File: src/rtl/lsu_pkg.sv
// lsu_pkg: shared funct3/error encodings and FSM state type for the load/store controller
package lsu_pkg;
  localparam logic [2:0] F3_B  = 3'b000;
  localparam logic [2:0] F3_H  = 3'b001;
  localparam logic [2:0] F3_W  = 3'b010;
  localparam logic [2:0] F3_BU = 3'b100;
  localparam logic [2:0] F3_HU = 3'b101;
  localparam logic [1:0] ERR_OK    = 2'b00;
  localparam logic [1:0] ERR_MISAL = 2'b01;
  localparam logic [1:0] ERR_RANGE = 2'b10;
  localparam logic [1:0] ERR_ILL   = 2'b11;
  typedef enum logic [1:0] {S_IDLE, S_ACCESS, S_MERGE, S_RESP} state_t;
endpackage

File: src/rtl/lsu_align.sv
// lsu_align: little-endian lane extract/extend for loads and lane merge for sub-word stores
module lsu_align
  import lsu_pkg::*;
(
  input  logic [2:0]  funct3_i,
  input  logic [1:0]  lane_i,
  input  logic [31:0] rdata_i,
  input  logic [31:0] merge_i,
  input  logic [15:0] wdata_i,
  output logic [31:0] load_o,
  output logic [31:0] merge_o
);
  logic [15:0] lo;
  logic [31:0] mask;
  logic [31:0] spread;
  // halfword accesses are always half-aligned here, so byte-lane shift also serves halves
  always_comb begin
    lo      = 16'(rdata_i >> {lane_i, 3'b000});
    load_o  = funct3_i == F3_B  ? {{24{lo[7]}}, lo[7:0]} :
              funct3_i == F3_H  ? {{16{lo[15]}}, lo} :
              funct3_i == F3_BU ? {24'b0, lo[7:0]} :
              funct3_i == F3_HU ? {16'b0, lo} : rdata_i;
    mask    = (funct3_i == F3_H ? 32'h0000_ffff : 32'h0000_00ff) << {lane_i, 3'b000};
    spread  = funct3_i == F3_H ? {2{wdata_i}} : {4{wdata_i[7:0]}};
    merge_o = (merge_i & ~mask) | (spread & mask);
  end
endmodule

File: src/rtl/lsu_ctrl.sv
// lsu_ctrl: validating load/store controller with read-modify-write for byte/half stores
module lsu_ctrl
  import lsu_pkg::*;
#(
  parameter int ADDR_W    = 32,
  parameter int MEM_WORDS = 256
) (
  input  logic              clk,
  input  logic              reset,
  input  logic              req_valid,
  output logic              req_ready,
  input  logic              req_store,
  input  logic [2:0]        req_funct3,
  input  logic [ADDR_W-1:0] req_addr,
  input  logic [31:0]       req_wdata,
  output logic              resp_valid,
  input  logic              resp_ready,
  output logic [31:0]       resp_rdata,
  output logic [1:0]        resp_err,
  output logic              mem_read,
  output logic              mem_write,
  output logic [ADDR_W-1:0] mem_addr,
  output logic [31:0]       mem_wdata,
  input  logic [31:0]       mem_rdata
);
  localparam logic [ADDR_W-1:0] WORD_LIMIT = ADDR_W'(MEM_WORDS);
  state_t            state_q, state_d;
  logic              store_q, store_d;
  logic [2:0]        f3_q, f3_d;
  logic [ADDR_W-1:0] addr_q, addr_d;
  logic [31:0]       wdata_q, wdata_d;
  logic [31:0]       merge_q, merge_d;
  logic [31:0]       rdata_q, rdata_d;
  logic [1:0]        err_q, err_d;
  logic              ill, misal, range_err;
  logic [1:0]        chk_err;
  logic [31:0]       load_data, merge_data;
  lsu_align u_align (
    .funct3_i (f3_q),
    .lane_i   (addr_q[1:0]),
    .rdata_i  (mem_rdata),
    .merge_i  (merge_q),
    .wdata_i  (wdata_q[15:0]),
    .load_o   (load_data),
    .merge_o  (merge_data)
  );
  always_comb begin
    ill       = req_store ? !(req_funct3 == F3_B || req_funct3 == F3_H || req_funct3 == F3_W)
                          : (req_funct3 == 3'b011 || req_funct3[2:1] == 2'b11);
    misal     = ((req_funct3 == F3_H || req_funct3 == F3_HU) && req_addr[0]) ||
                (req_funct3 == F3_W && req_addr[1:0] != 2'b00);
    range_err = {2'b00, req_addr[ADDR_W-1:2]} >= WORD_LIMIT;
    chk_err   = ill ? ERR_ILL : misal ? ERR_MISAL : range_err ? ERR_RANGE : ERR_OK;
  end
  always_comb begin
    state_d = state_q;
    store_d = store_q;
    f3_d    = f3_q;
    addr_d  = addr_q;
    wdata_d = wdata_q;
    merge_d = merge_q;
    rdata_d = rdata_q;
    err_d   = err_q;
    case (state_q)
      S_IDLE: if (req_valid) begin
        store_d = req_store;
        f3_d    = req_funct3;
        addr_d  = req_addr;
        wdata_d = req_wdata;
        rdata_d = '0;
        err_d   = chk_err;
        state_d = chk_err != ERR_OK ? S_RESP : S_ACCESS;
      end
      S_ACCESS: begin
        rdata_d = store_q ? rdata_q : load_data;
        merge_d = mem_rdata;
        state_d = store_q && f3_q != F3_W ? S_MERGE : S_RESP;
      end
      S_MERGE: state_d = S_RESP;
      S_RESP:  state_d = resp_ready ? S_IDLE : S_RESP;
    endcase
  end
  always_ff @(posedge clk) begin
    if (reset) begin
      state_q <= S_IDLE;
      store_q <= 1'b0;
      f3_q    <= '0;
      addr_q  <= '0;
      wdata_q <= '0;
      merge_q <= '0;
      rdata_q <= '0;
      err_q   <= ERR_OK;
    end else begin
      state_q <= state_d;
      store_q <= store_d;
      f3_q    <= f3_d;
      addr_q  <= addr_d;
      wdata_q <= wdata_d;
      merge_q <= merge_d;
      rdata_q <= rdata_d;
      err_q   <= err_d;
    end
  end
  // memory strobes are masked by reset so an abandoned transaction never writes
  always_comb begin
    req_ready  = state_q == S_IDLE;
    resp_valid = !reset && state_q == S_RESP;
    resp_rdata = rdata_q;
    resp_err   = err_q;
    mem_read   = !reset && state_q == S_ACCESS;
    mem_write  = !reset && ((state_q == S_ACCESS && store_q && f3_q == F3_W) || state_q == S_MERGE);
    mem_addr   = {addr_q[ADDR_W-1:2], 2'b00};
    mem_wdata  = !mem_write ? '0 : state_q == S_MERGE ? merge_data : wdata_q;
  end
endmodule

File: config.mk
export PLATFORM = sky130hd
export DESIGN_NAME = lsu_ctrl
export DESIGN_NICKNAME = d
export VERILOG_FILES = /design/src/rtl/lsu_pkg.sv /design/src/rtl/lsu_align.sv /design/src/rtl/lsu_ctrl.sv
export SDC_FILE = /design/constraint.sdc
export NUM_CORES = 1
export LEC_CHECK = 0
export BUFFER_PORTS_ARGS = -buffer_cell sky130_fd_sc_hd__buf_4
export CORE_MARGIN = 2
export CORE_UTILIZATION = 56
export CTS_CLUSTER_DIAMETER = 100
export DETAILED_ROUTE_END_ITERATION = 6
export PLACE_DENSITY_LB_ADDON = 0.05
export RECOVER_POWER = 100
export SYNTH_ARGS = -nofsm -noshare
export SYNTH_HDL_FRONTEND = slang
export SYNTH_HIERARCHICAL = 1
export SYNTH_SLANG_ARGS = --single-unit
File: constraint.sdc
create_clock -name clk -period 3.05 [get_ports clk]
set_input_delay 0.305 -clock clk [delete_from_list [all_inputs] [get_ports clk]]
set_output_delay 0.305 -clock clk [all_outputs]
set_load 0.01 [all_outputs]
* Word level (Yosys, flattened, before mapping)
Cells that the tools add are included.
W data, S select, Z words.
** Word-level totals
- Flip-flop bits (word level) :: 136
- Bits in latches :: 0
- RAM bits :: 0
- ROM bits :: 0
- Input bits :: 104
- Output and inout port bits :: 102
- Memories :: 0
** Cells by class
- Add/sub/neg operators :: 0
- Multiply operators :: 0
- Div/mod/pow operators :: 0
- Magnitude comparators :: 1
- Equality and inequality tests :: 15
- Shift operators :: 2
- Muxes and demuxes :: 20
- Bitwise logic cells :: 4
- Reductions and logical operators :: 24
** Operator list (number)
- $mux W32 :: 9
- $and A32 B32 Y32 :: 2
- $pmux W32 S2 :: 1
- $not A32 Y32 :: 1
- $or A32 B32 Y32 :: 1
- $shl A32 B5 Y32 :: 1
- $shr A32 B5 Y16 :: 1
- $ge A30 B9 Y1 const B :: 1
- $mux W16 :: 1
- $mux W2 :: 6
- $eq A3 B2 Y1 const B :: 3
- $eq A3 B3 Y1 const B :: 3
- $logic_and A1 B1 Y1 :: 8
- $pmux W2 S4 :: 1
- $eq A2 B2 Y1 const B :: 3
- $eq A3 B1 Y1 const B :: 2
- $logic_not A3 Y1 :: 2
- $logic_or A1 B1 Y1 :: 6
- $reduce_bool A2 Y1 :: 3
- $ne A2 B2 Y1 const B :: 2
- $ne A3 B2 Y1 const B :: 1
- $reduce_and A3 Y1 :: 1
- $eq A2 B1 Y1 const B :: 1
- $logic_not A1 Y1 :: 2
- other kinds (3) :: 4

* Depth between registers and ports, before layout
Gate-level depths: netlist (run 1).
- Depth in word-level cells :: 10
- Mapped depth :: 9
- Mapped depth without buffers :: 6

* Hierarchy
The synthesis (run 1) kept the hierarchy.
** Modules (own cells, without submodules)
- lsu_ctrl :: times used 1, cells each 729, area an instance 5621.6 µm²
- lsu_align :: times used 1, cells each 209, area an instance 1267.5 µm²

* Worst setup path before layout (run 1)
Ideal clock, no wire load.
- Kind :: register -> output
- From :: register f3_q[0]
- To :: output mem_wdata[16]
- Data arrival time :: 1.645 ns
- Setup slack :: 1.100 ns
- Stages on the path, launching flop included :: 8
- Cells stage by stage :: dfxtp_1 > buf_2 > nor3b_2 > nand3_1 > o21ai_2 > mux2_2 > nand2_1 > a21oi_2
** Between the ends
- Word-level cells in the longest chain between the ends :: 8
- Elaborated cells on any way between the ends :: 13
- Classes of those cells :: eq/ne: 2; shift: 1; mux: 3; bitwise: 4; reduce/logical: 3
** Ends and longest elaborated chain
- from (decl) :: RTL line lsu_ctrl.sv:29 : logic [2:0] f3_q, f3_d;
- from (signal assigned) :: RTL line lsu_ctrl.sv:87 : f3_q <= '0;
- from (signal assigned) :: RTL line lsu_ctrl.sv:96 : f3_q <= f3_d;
- $eq A3 B1 Y1 (*) :: RTL line lsu_align.sv:23 : mask = (funct3_i == F3_H ? 32'h0000_ffff : 32'h0000_00ff) << {lane_i, 3'b000};
- $mux W16 (*) :: RTL line lsu_align.sv:23
- $shl A32 B5 Y32 (*) :: RTL line lsu_align.sv:23
- $not A32 Y32 :: RTL line lsu_align.sv:25 : merge_o = (merge_i & ~mask) | (spread & mask);
- $and A32 B32 Y32 :: RTL line lsu_align.sv:25
- $or A32 B32 Y32 (*) :: RTL line lsu_align.sv:25
- named net merge_data[16] :: RTL line lsu_ctrl.sv:37 : logic [31:0] load_data, merge_data;
- $mux W32 (*) (2 in series) :: RTL line lsu_ctrl.sv:113 : mem_wdata = !mem_write ? '0 : state_q == S_MERGE ? merge_data : wdata_q;
- to (decl) :: RTL line lsu_ctrl.sv:23 : output logic [31:0] mem_wdata,
Mark *: on every way through the listed nets, which the timed path passes. The rest lies on a longest branch.

* Final worst setup path (run 1)
- From :: register f3_q[0]
- To :: output mem_wdata[22]
The elaborated chain is that of the path after synthesis.

==> results of run 1 <==
==> cell usage in the layout (no fill, tap or decap), drive strengths merged, types with 3 or more instances in the layout <==
master	Yosys	routed
buf	61	126
mux2	16	16
clkbuf	45	112
nor2b	21	21
nor3b	3	3
o22ai	16	16
a22oi	43	43
a21o	18	18
nand2	276	276
dfxtp	136	136
o21ai	21	21
inv	17	18
mux2i	3	3
nor2	64	64
nor4	5	5
a21oi	166	166
nand2b	4	4
clkinv	0	6
==> through the flow <==
stage,hold slack [ps],std cells
3_5_place_dp,447,1198
5_1_grt,117,1229
4_1_cts,121,1229
2_1_floorplan,434,939
6_report,133,1229
3_3_place_gp,442,1198
==> kinds of logic after synthesis <==
logic type      Yosys count  synth area share, %
compound gates          274                 24.5
mux                      20                 3.38
flops                   136                 39.5
other cells               1               0.0544
simple gates            384                 23.0
buf+inv                 123                 9.54
==> metal layers <==
| layer | GRT usage, % | up-vias | wire length [um] |
|---|---|---|---|
| met5 | 0 | - | 0 |
| met4 | 11.9 | 0 | 531 |
| met3 | 7.85 | 59 | 1920 |
| met2 | 45.4 | 355 | 9210 |
| met1 | 40.8 | 3181 | 8570 |
| li1 | - | 3379 | - |
==> state kept, by name, summed over array words and instances, names as in the netlist <==
name	flops
store_q	1
state_q	2
addr_q	32
resp_rdata	32
wdata_q	32
f3_q	3
resp_err	2
merge_q	32
==> Yosys cell counts, types with 16 or more instances <==
cell / count
buf_2: 18
clkbuf_1: 45
dfxtp_1: 136
a21oi_1: 137
nor2b_1: 20
o21ai_0: 19
inv_1: 17
o22ai_1: 16
a22oi_1: 43
mux2_2: 16
a21o_1: 18
nand2_1: 276
buf_4: 36
a21oi_2: 29
nor2_1: 63
==> power breakdown <==
part / internal, mW / switching [mW] / leakage [nW]
Sequential: 1.89 / 0.0898 / 1.11
Combinational: 0.333 / 0.499 / 1.83
Clock: 1.24 / 0.774 / 0.284
==> critical path: cells and delay by family, from the launching register on <==
kind / cells / cell delay [ps]
and+or+nand+nor: 3 / 700
DFF: 1 / 590
muxes: 1 / 390
AOI/OAI and AO/OA: 2 / 260
buffers and inverters: 1 / 140
==> path summary, 6_finish.rpt <==
check              start             to  slack [ps]  cells past startpoint
max              f3_q[0]  mem_wdata[22]         230                      7
min reg2reg   addr_q[18]     addr_q[18]         450                      2
min          req_addr[7]      addr_q[7]         130                      3
max reg2reg    addr_q[0]  resp_rdata[0]         460                      6
==> cell type report <==
cell class	count	share of cell area (%)
clock buffer	20	5.47
clock inverter	11	1.48
inverter	17	0.764
multi-input combinational	680	41.8
sequential	136	32.6
timing repair buffer	218	15.7
tap	147	2.20
==> results.cfg, run 1 <==
[run_status]
status = finished with violations
violations = capacitance limit

[clocking]
cts_made_buffers = 17
clock_path_buffers = 2
cts_htree_levels = 4
root_buffer = clkbuf_16
cts.sinks = 136
insertion_delay_ps = 410
cts_hold_buf = 0
post-cts-setup-buffers = 0
clk_pin_slew_ps = 60
cts_tree = yes
postCtsResizedCells = 0

[timing]
tns_ps = 0
period_share_pct = 92.5
maxSlewHeadroom_pct = 1.36
tightest_slew_ps = 1480
finalCriticalPeriod_ps = 2820
maxSlewViolCount = 0
setup_violations = 0
finalWorstSetupSlack_ps = 228
skew_ps = 5.08
rsz0062_at_grt = false
max_clock_freq_mhz = 354
hold_viol = 0

[grt]
overflow = 0
antenna_found_initial = 0
grt_pass1_wl_mm = 31.1
track_usage_pct = 29.9
grt_pass1_vias = 6160
grt_max_degree = 71

[power]
p_per_area_nw_per_um2 = 579
ir_worst_vdd_v = 0.000441
p_leak_nw = 3.22
fin_total_pwr_mw = 4.83

[synthesis]
post_synth.cell_area_avg_um2 = 7.34
synthDistinctLibCells = 45
synth_edf_count = 0
netlist_top_cells_area = dfxtp_1 40%, nand2_1 15%, a21oi_1 10%
async_reset_ff_share_pct = 0
ys_seq_area_share_pct = 39.5
netlist.area_leader.share_pct = 39.5
synth_warnings = 6
synth_top_cell_by_area = dfxtp_1
netlist_area_um2 = 6890
synth_ff_type = dfxtp_1
syn_inst = 938
ys_seq_elements = 136

[floorplanning]
die_area_um2 = 13200
dieWidth_um = 115
row_count = 40
initial_core_util_pct = 57.4
die_h_um = 115
ioPinCount = 206
core_um2 = 12000

[setup_path]
worstSetupPathType = reg -> out
max_stage_delay_ps = 590
critPathLaunchType = register
cp_max_fo = 14
required_ps = 2740
cp_slowest_cell = dfxtp_1
crit_chain = nor3b_2 -> nand3_1 -> o21ai_2 -> mux2_2 -> nand2_1 -> a21oi_2 -> clkbuf_1
cp-end-kind = primary output
worstPathArrival_ps = 2520

[layout]
multi_input_area_um2 = 3490
n_antenna_cell = 0
final.fill_count = 1130
num-nets-final = 1174
stdcell_area_um2 = 8350
drive_gt1_share_pct = 19.2
regArea_um2 = 2720
syn_to_final_growth_pct = 21.2
fin_util_pct = 69.5

[detailed_routing]
drt_wl_total_mm = 20.2
drtPass1Iterations = 7
drt-initial-drc-count = 728
drc = 0
drtAntennaViolNets = 0
vias = 6974
vias_per_cell = 5.67
wl_per_cell_um = 16.5

[placed_design]
portBuffers = 203
hpwl_mm = 14.3
place.gp.congestion = 1.02
placed_area_um2 = 8150
post-place-ws_ps = 669

[hold_path]
hold_path_class = in -> reg

[run]
max_cap_viol_count = 1
Power figures use the tool's default switching activity.
==> inputs of run 2 (changes only) <==
--- a/config.mk
+++ b/config.mk
@@ -7,7 +7,7 @@
 export LEC_CHECK = 0
 export BUFFER_PORTS_ARGS = -buffer_cell sky130_fd_sc_hd__buf_4
 export CORE_MARGIN = 2
-export CORE_UTILIZATION = 56
+export CORE_UTILIZATION = 52
 export CTS_CLUSTER_DIAMETER = 100
 export DETAILED_ROUTE_END_ITERATION = 6
 export PLACE_DENSITY_LB_ADDON = 0.05
==> constraint.sdc (replaced) <==
create_clock -name clk -period 2.77 [get_ports clk]
set_input_delay 0.277 -clock clk [delete_from_list [all_inputs] [get_ports clk]]
set_output_delay 0.277 -clock clk [all_outputs]
set_load 0.01 [all_outputs]
==> run 2 against run 1 <==
The run now ends clean. Routed wire length is 1.8% higher. Sequential share of layout area hardly changed. Highest routed layer unchanged. Worst hold slack worse by 19 ps. Largest cell class unchanged. Clock-buffer cell count is 2 higher.
==> results.cfg, run 2 (synthesis gave the netlist of run 1 again) <==
[setup_path]
crit_chain = or3b_2 -> and2_1 -> a22oi_1 -> o22ai_1 -> nand2_1 -> a21oi_2 -> buf_4
cp_max_fo = 7
r2r-start = state_q[1]
critPathLaunchType = register
cp-end-kind = primary output
r2r_cells = 5
cp.depth = 7
worstPathArrival_ps = 2350
worstSetupPathType = reg -> out
startpoint = f3_q[2]
crit_buf_inv = 1
cp_slowest_cell = or3b_2
max_stage_delay_ps = 580
crit_family = simple AND/OR/NAND/NOR gates
required_ps = 2490

[detailed_routing]
drt-initial-drc-count = 637
vias = 6888
drtAntennaViolNets = 0
drtPass1Iterations = 6
top_layer = met4
wl_per_cell_um = 16.3
drt-met1-wl_mm = 8.82
drt_wl_total_mm = 20.6
wl_met2_mm = 9.59
dr_wl_met3_mm = 1.78
vias_per_cell = 5.46
drc = 0

[timing]
hold_ws_ps = 114
hold_viol = 0
period_share_pct = 94.8
skew_ps = 2.96
maxSlewHeadroom_pct = 13.5
finalCriticalPeriod_ps = 2630
max_clock_freq_mhz = 381
maxSlewViolCount = 0
tightest_slew_ps = 1300
setup_violations = 0
tns_ps = 0
rsz0062_at_grt = false

[power]
ir_worst_vdd_v = 0.000380
p_per_area_nw_per_um2 = 600
fin_total_pwr_mw = 5.02
p_leak_nw = 3.24

[placed_design]
portBuffers = 203
hpwl_mm = 14.5
place_inst = 1231
place.gp.congestion = 0.894

[clocking]
cts.sinks = 136
clock_path_buffers = 2
clk_pin_slew_ps = 50
cts_made_buffers = 17
cts_htree_levels = 4
cts_hold_buf = 0
cts_tree = yes
insertion_delay_ps = 410
root_buffer = clkbuf_16

[grt]
grt_max_degree = 60
grt_pass1_vias = 6265
overflow = 0
antenna_found_initial = 0
track_usage_pct = 29.0
grt_pass1_wl_mm = 32.8

[layout]
final.fill_count = 1280
fin_util_pct = 63.8
drive_gt1_share_pct = 19.4
n_antenna_cell = 0
finalNonFillerCells = 1262
num-nets-final = 1181
final_cell_mix = 276 x nand2_1, 148 x a21oi_1, 136 x buf_4
layout_commonest_cell = nand2_1
syn_to_final_growth_pct = 21.2

[hold_path]
holdPathStages = 3
hold_path_class = in -> reg
hp-start = req_addr[8]

[floorplanning]
initial_core_util_pct = 52.6
core_um2 = 13100
row_count = 42
dieWidth_um = 119
die_area_um2 = 14200
die_h_um = 119
ioPinCount = 206

[run]
max_cap_viol_count = 0

[run_status]
status = finished, final reports clean
==> run 2: cell type report <==
| type | instances | area (um^2) | share of cell area, % |
|---|---|---|---|
| multi-input combinational | 680 | 3480 | 41.6 |
| sequential | 136 | 2730 | 32.6 |
| timing repair buffer | 225 | 1380 | 16.6 |
| clock buffer | 22 | 454 | 5.44 |
| tap | 176 | 220 | 2.64 |
| inverter | 17 | 63.8 | 0.764 |
| clock inverter | 6 | 30.0 | 0.359 |
==> run 2: tightest hold or removal path: stages <==
cell	delay, ps
buf_4	110
nand2_1	40
a21oi_1	50
==> run 2: where the power goes <==
group	internal, mW	total (mW)	switching [mW]
Sequential	2.08	2.18	0.0960
Clock	1.13	1.91	0.779
Combinational	0.371	0.924	0.553
==> run 2: path summary, 6_finish.rpt <==
path                         to  slack, ps
hold / removal        addr_q[8]        110
setup reg to reg    wdata_q[15]        340
hold reg to reg      addr_q[27]        450
setup / recovery  mem_wdata[28]        140
==> run 2: timing repair <==
action	CTS	global route
resized for setup	2	2
buffers inserted	0	3
setup endpoints to repair	9	11
==> run 2: through the flow <==
stage | area [um^2] | setup WS, ps
floorplan | 6890 | 848
global placement | 8230 | 401
detailed placement | 8230 | 373
CTS | 8720 | 78.9
global route | 8350 | 9.21
finish | 8350 | 143
==> run 2: per-layer routing <==
metal  vias up  global-route usage, %
met4         0                   9.45
met2       309                   46.3
met3        38                   6.94
met1      3142                   38.8
met5         -                      0
li1       3399                      -
==> inputs of run 3 (changes only) <==
--- a/config.mk
+++ b/config.mk
@@ -7,12 +7,11 @@
 export LEC_CHECK = 0
 export BUFFER_PORTS_ARGS = -buffer_cell sky130_fd_sc_hd__buf_4
 export CORE_MARGIN = 2
-export CORE_UTILIZATION = 52
+export CORE_UTILIZATION = 46
 export CTS_CLUSTER_DIAMETER = 100
 export DETAILED_ROUTE_END_ITERATION = 6
 export PLACE_DENSITY_LB_ADDON = 0.05
 export RECOVER_POWER = 100
 export SYNTH_ARGS = -nofsm -noshare
 export SYNTH_HDL_FRONTEND = slang
-export SYNTH_HIERARCHICAL = 1
 export SYNTH_SLANG_ARGS = --single-unit
==> constraint.sdc (replaced) <==
create_clock -name clk -period 2.4 [get_ports clk]
set_input_delay 0.24 -clock clk [delete_from_list [all_inputs] [get_ports clk]]
set_output_delay 0.24 -clock clk [all_outputs]
set_load 0.01 [all_outputs]
==> run 3 against run 2 <==
Worst hold slack worse by 90 ps. Critical path depth unchanged. Combinational power up 2%. Die area up 6.2%. Cell count down 3.8%. Synthesized area down 5.8%. Sequential cell count unchanged. Clock skew up 4.5 ps. Non-clock buffer count up 1. Global-route usage down 2.9 points. Core utilization down 3.6 points. Sequential power up 15%. Critical path type unchanged. Highest routed layer unchanged.
==> results.cfg, run 3 <==
[timing]
max_clock_freq_mhz = 425
period_share_pct = 98.0
tightest_slew_ps = 782
hold_ws_ps = 24.4
maxSlewViolCount = 0
skew_ps = 7.50
maxSlewHeadroom_pct = 47.8
finalCriticalPeriod_ps = 2350
finalWorstSetupSlack_ps = 47.6
tns_ps = 0
setup_violations = 0
rsz0062_at_grt = true
hold_viol = 0

[layout]
drive_gt1_share_pct = 22.2
num-nets-final = 1125
n_antenna_cell = 0
layout_commonest_cell = nand2_1
syn_to_final_growth_pct = 28.5
finalNonFillerCells = 1214
final_cell_mix = 268 x nand2_1, 156 x a21oi_1, 151 x buf_4

[clocking]
cts_made_buffers = 17
insertion_delay_ps = 420
cts.sinks = 136
root_buffer = clkbuf_16
cts_tree = yes
clock_path_buffers = 2
clk_pin_slew_ps = 60
cts_htree_levels = 4

[grt]
antenna_found_initial = 0
grt_max_degree = 71
overflow = 0
track_usage_pct = 26.2
grt_pass1_vias = 5927
grt_pass1_wl_mm = 30.3

[synthesis]
netlist.area_leader.share_pct = 42.0
netlist_top_cells_area = dfxtp_1 42%, nand2_1 16%, a21oi_1 12%
synthDistinctLibCells = 50
netlist_area_um2 = 6490
synth_most_common_cell = nand2_1
syn_inst = 871
synth_top_cell_by_area = dfxtp_1
ys_seq_elements = 136
async_reset_ff_share_pct = 0
synth_ff_type = dfxtp_1
synth_warnings = 0
post_synth.cell_area_avg_um2 = 7.45
yosys-top-cells-count = 268 x nand2_1, 156 x a21oi_1, 136 x dfxtp_1
synth_edf_count = 0
ys_seq_area_share_pct = 42.0

[setup_path]
r2r_cells = 7
crit_chain = nor3b_4 -> buf_4 -> mux2i_2 -> nor2_1 -> a21oi_1 -> o21ai_0 -> buf_4
crit_buf_inv = 2
cp_slowest_cell = dfxtp_1
crit_family = buffers and inverters
cp-end-kind = primary output
worstPathArrival_ps = 2110
critPathLaunchType = register
max_stage_delay_ps = 380
cp_max_fo = 5
cp.depth = 7
required_ps = 2160
worstSetupPathType = reg -> out
cpMostUsedCell = buf_4

[detailed_routing]
drc = 0
vias = 6419
drtPass1Iterations = 7
vias_per_cell = 5.29
drt-initial-drc-count = 550
drtAntennaViolNets = 0
drt_wl_total_mm = 19.9
wl_per_cell_um = 16.4

[floorplanning]
initial_core_util_pct = 46.9
dieWidth_um = 123
die_area_um2 = 15100
die_h_um = 123
ioPinCount = 206
row_count = 43
core_um2 = 13800

[placed_design]
post-place-ws_ps = 368
place.gp.congestion = 0.899
hpwl_mm = 14.2
place_inst = 1181
portBuffers = 203

[run]
max_cap_viol_count = 0

[hold_path]
holdPathStages = 2
hold_path_class = in -> reg

[power]
p_leak_nw = 3.20
p_per_area_nw_per_um2 = 753
ir_worst_vdd_v = 0.000583

[run_status]
status = finished, final reports clean
run 3: layout make-up:
type / instances / area (um^2)
Clock buffer: 19 / 443
Multi-Input combinational cell: 629 / 3250
Fill cell: 1360 / 5490
Sequential cell: 136 / 2730
Inverter: 11 / 41.3
Timing Repair Buffer: 226 / 1440
Tap cell: 180 / 225
Clock inverter: 13 / 201
run 3: stage by stage:
stage          power (mW)  utilization, %  cell area [um^2]
3_5_place_dp         3.53            57.0              7880
2_1_floorplan        3.12               -              6490
3_3_place_gp         3.53            57.0              7880
6_report             6.28            60.3              8330
5_1_grt              6.53            60.3              8330
4_1_cts              6.37            61.8              8550
run 3: path summary, 6_finish.rpt:
path	start	endpoint	slack [ps]
max reg2reg	state_q[0]	resp_rdata[17]	170
max	f3_q[0]	mem_wdata[15]	50
min	resp_ready	state_q[1]	20
min reg2reg	resp_rdata[0]	resp_rdata[0]	440
run 3: repair_timing:
item                                    4_1_cts  5_1_grt
gates cloned                                  0        1
hold buffers                                  0        0
buffers inserted                              0        0
endpoints found under the setup margin       31       32
pin swaps                                     0        1
resized for setup                             7       22
run 3: where the power goes:
group | total (mW) | switching, mW | internal (mW)
sequential | 2.51 | 0.103 | 2.41
clock | 2.83 | 0.967 | 1.86
combinational | 0.938 | 0.566 | 0.372
total | 6.28 | 1.64 | 4.64
run 3: layer usage:
layer	wire (um)	GRT usage [%]
met3	1320	7.71
met1	8420	32.5
met2	9750	42.8
met5	0	0
met4	419	9.70
run 3: kinds of logic (layout without fill, tap and decap cells):
group | count (synthesis) | in the layout | synth area share (%)
multiplexers | 22 | 22 | 3.68
other | 1 | 2 | 0.0578
AND/OR/NAND/NOR | 352 | 352 | 22.6
flip-flops | 136 | 136 | 42.0
buffers and inverters | 107 | 269 | 9.28
AO/OA/AOI/OAI | 253 | 253 | 22.4
run 3: worst register-to-register path: stages (launching register included):
cell,delay [ps]
dfxtp_2,410
nor2b_1,190
clkbuf_2,550
nand2b_1,280
nor2_2,210
o41ai_4,100
clkbuf_4,220
o21ai_0,190
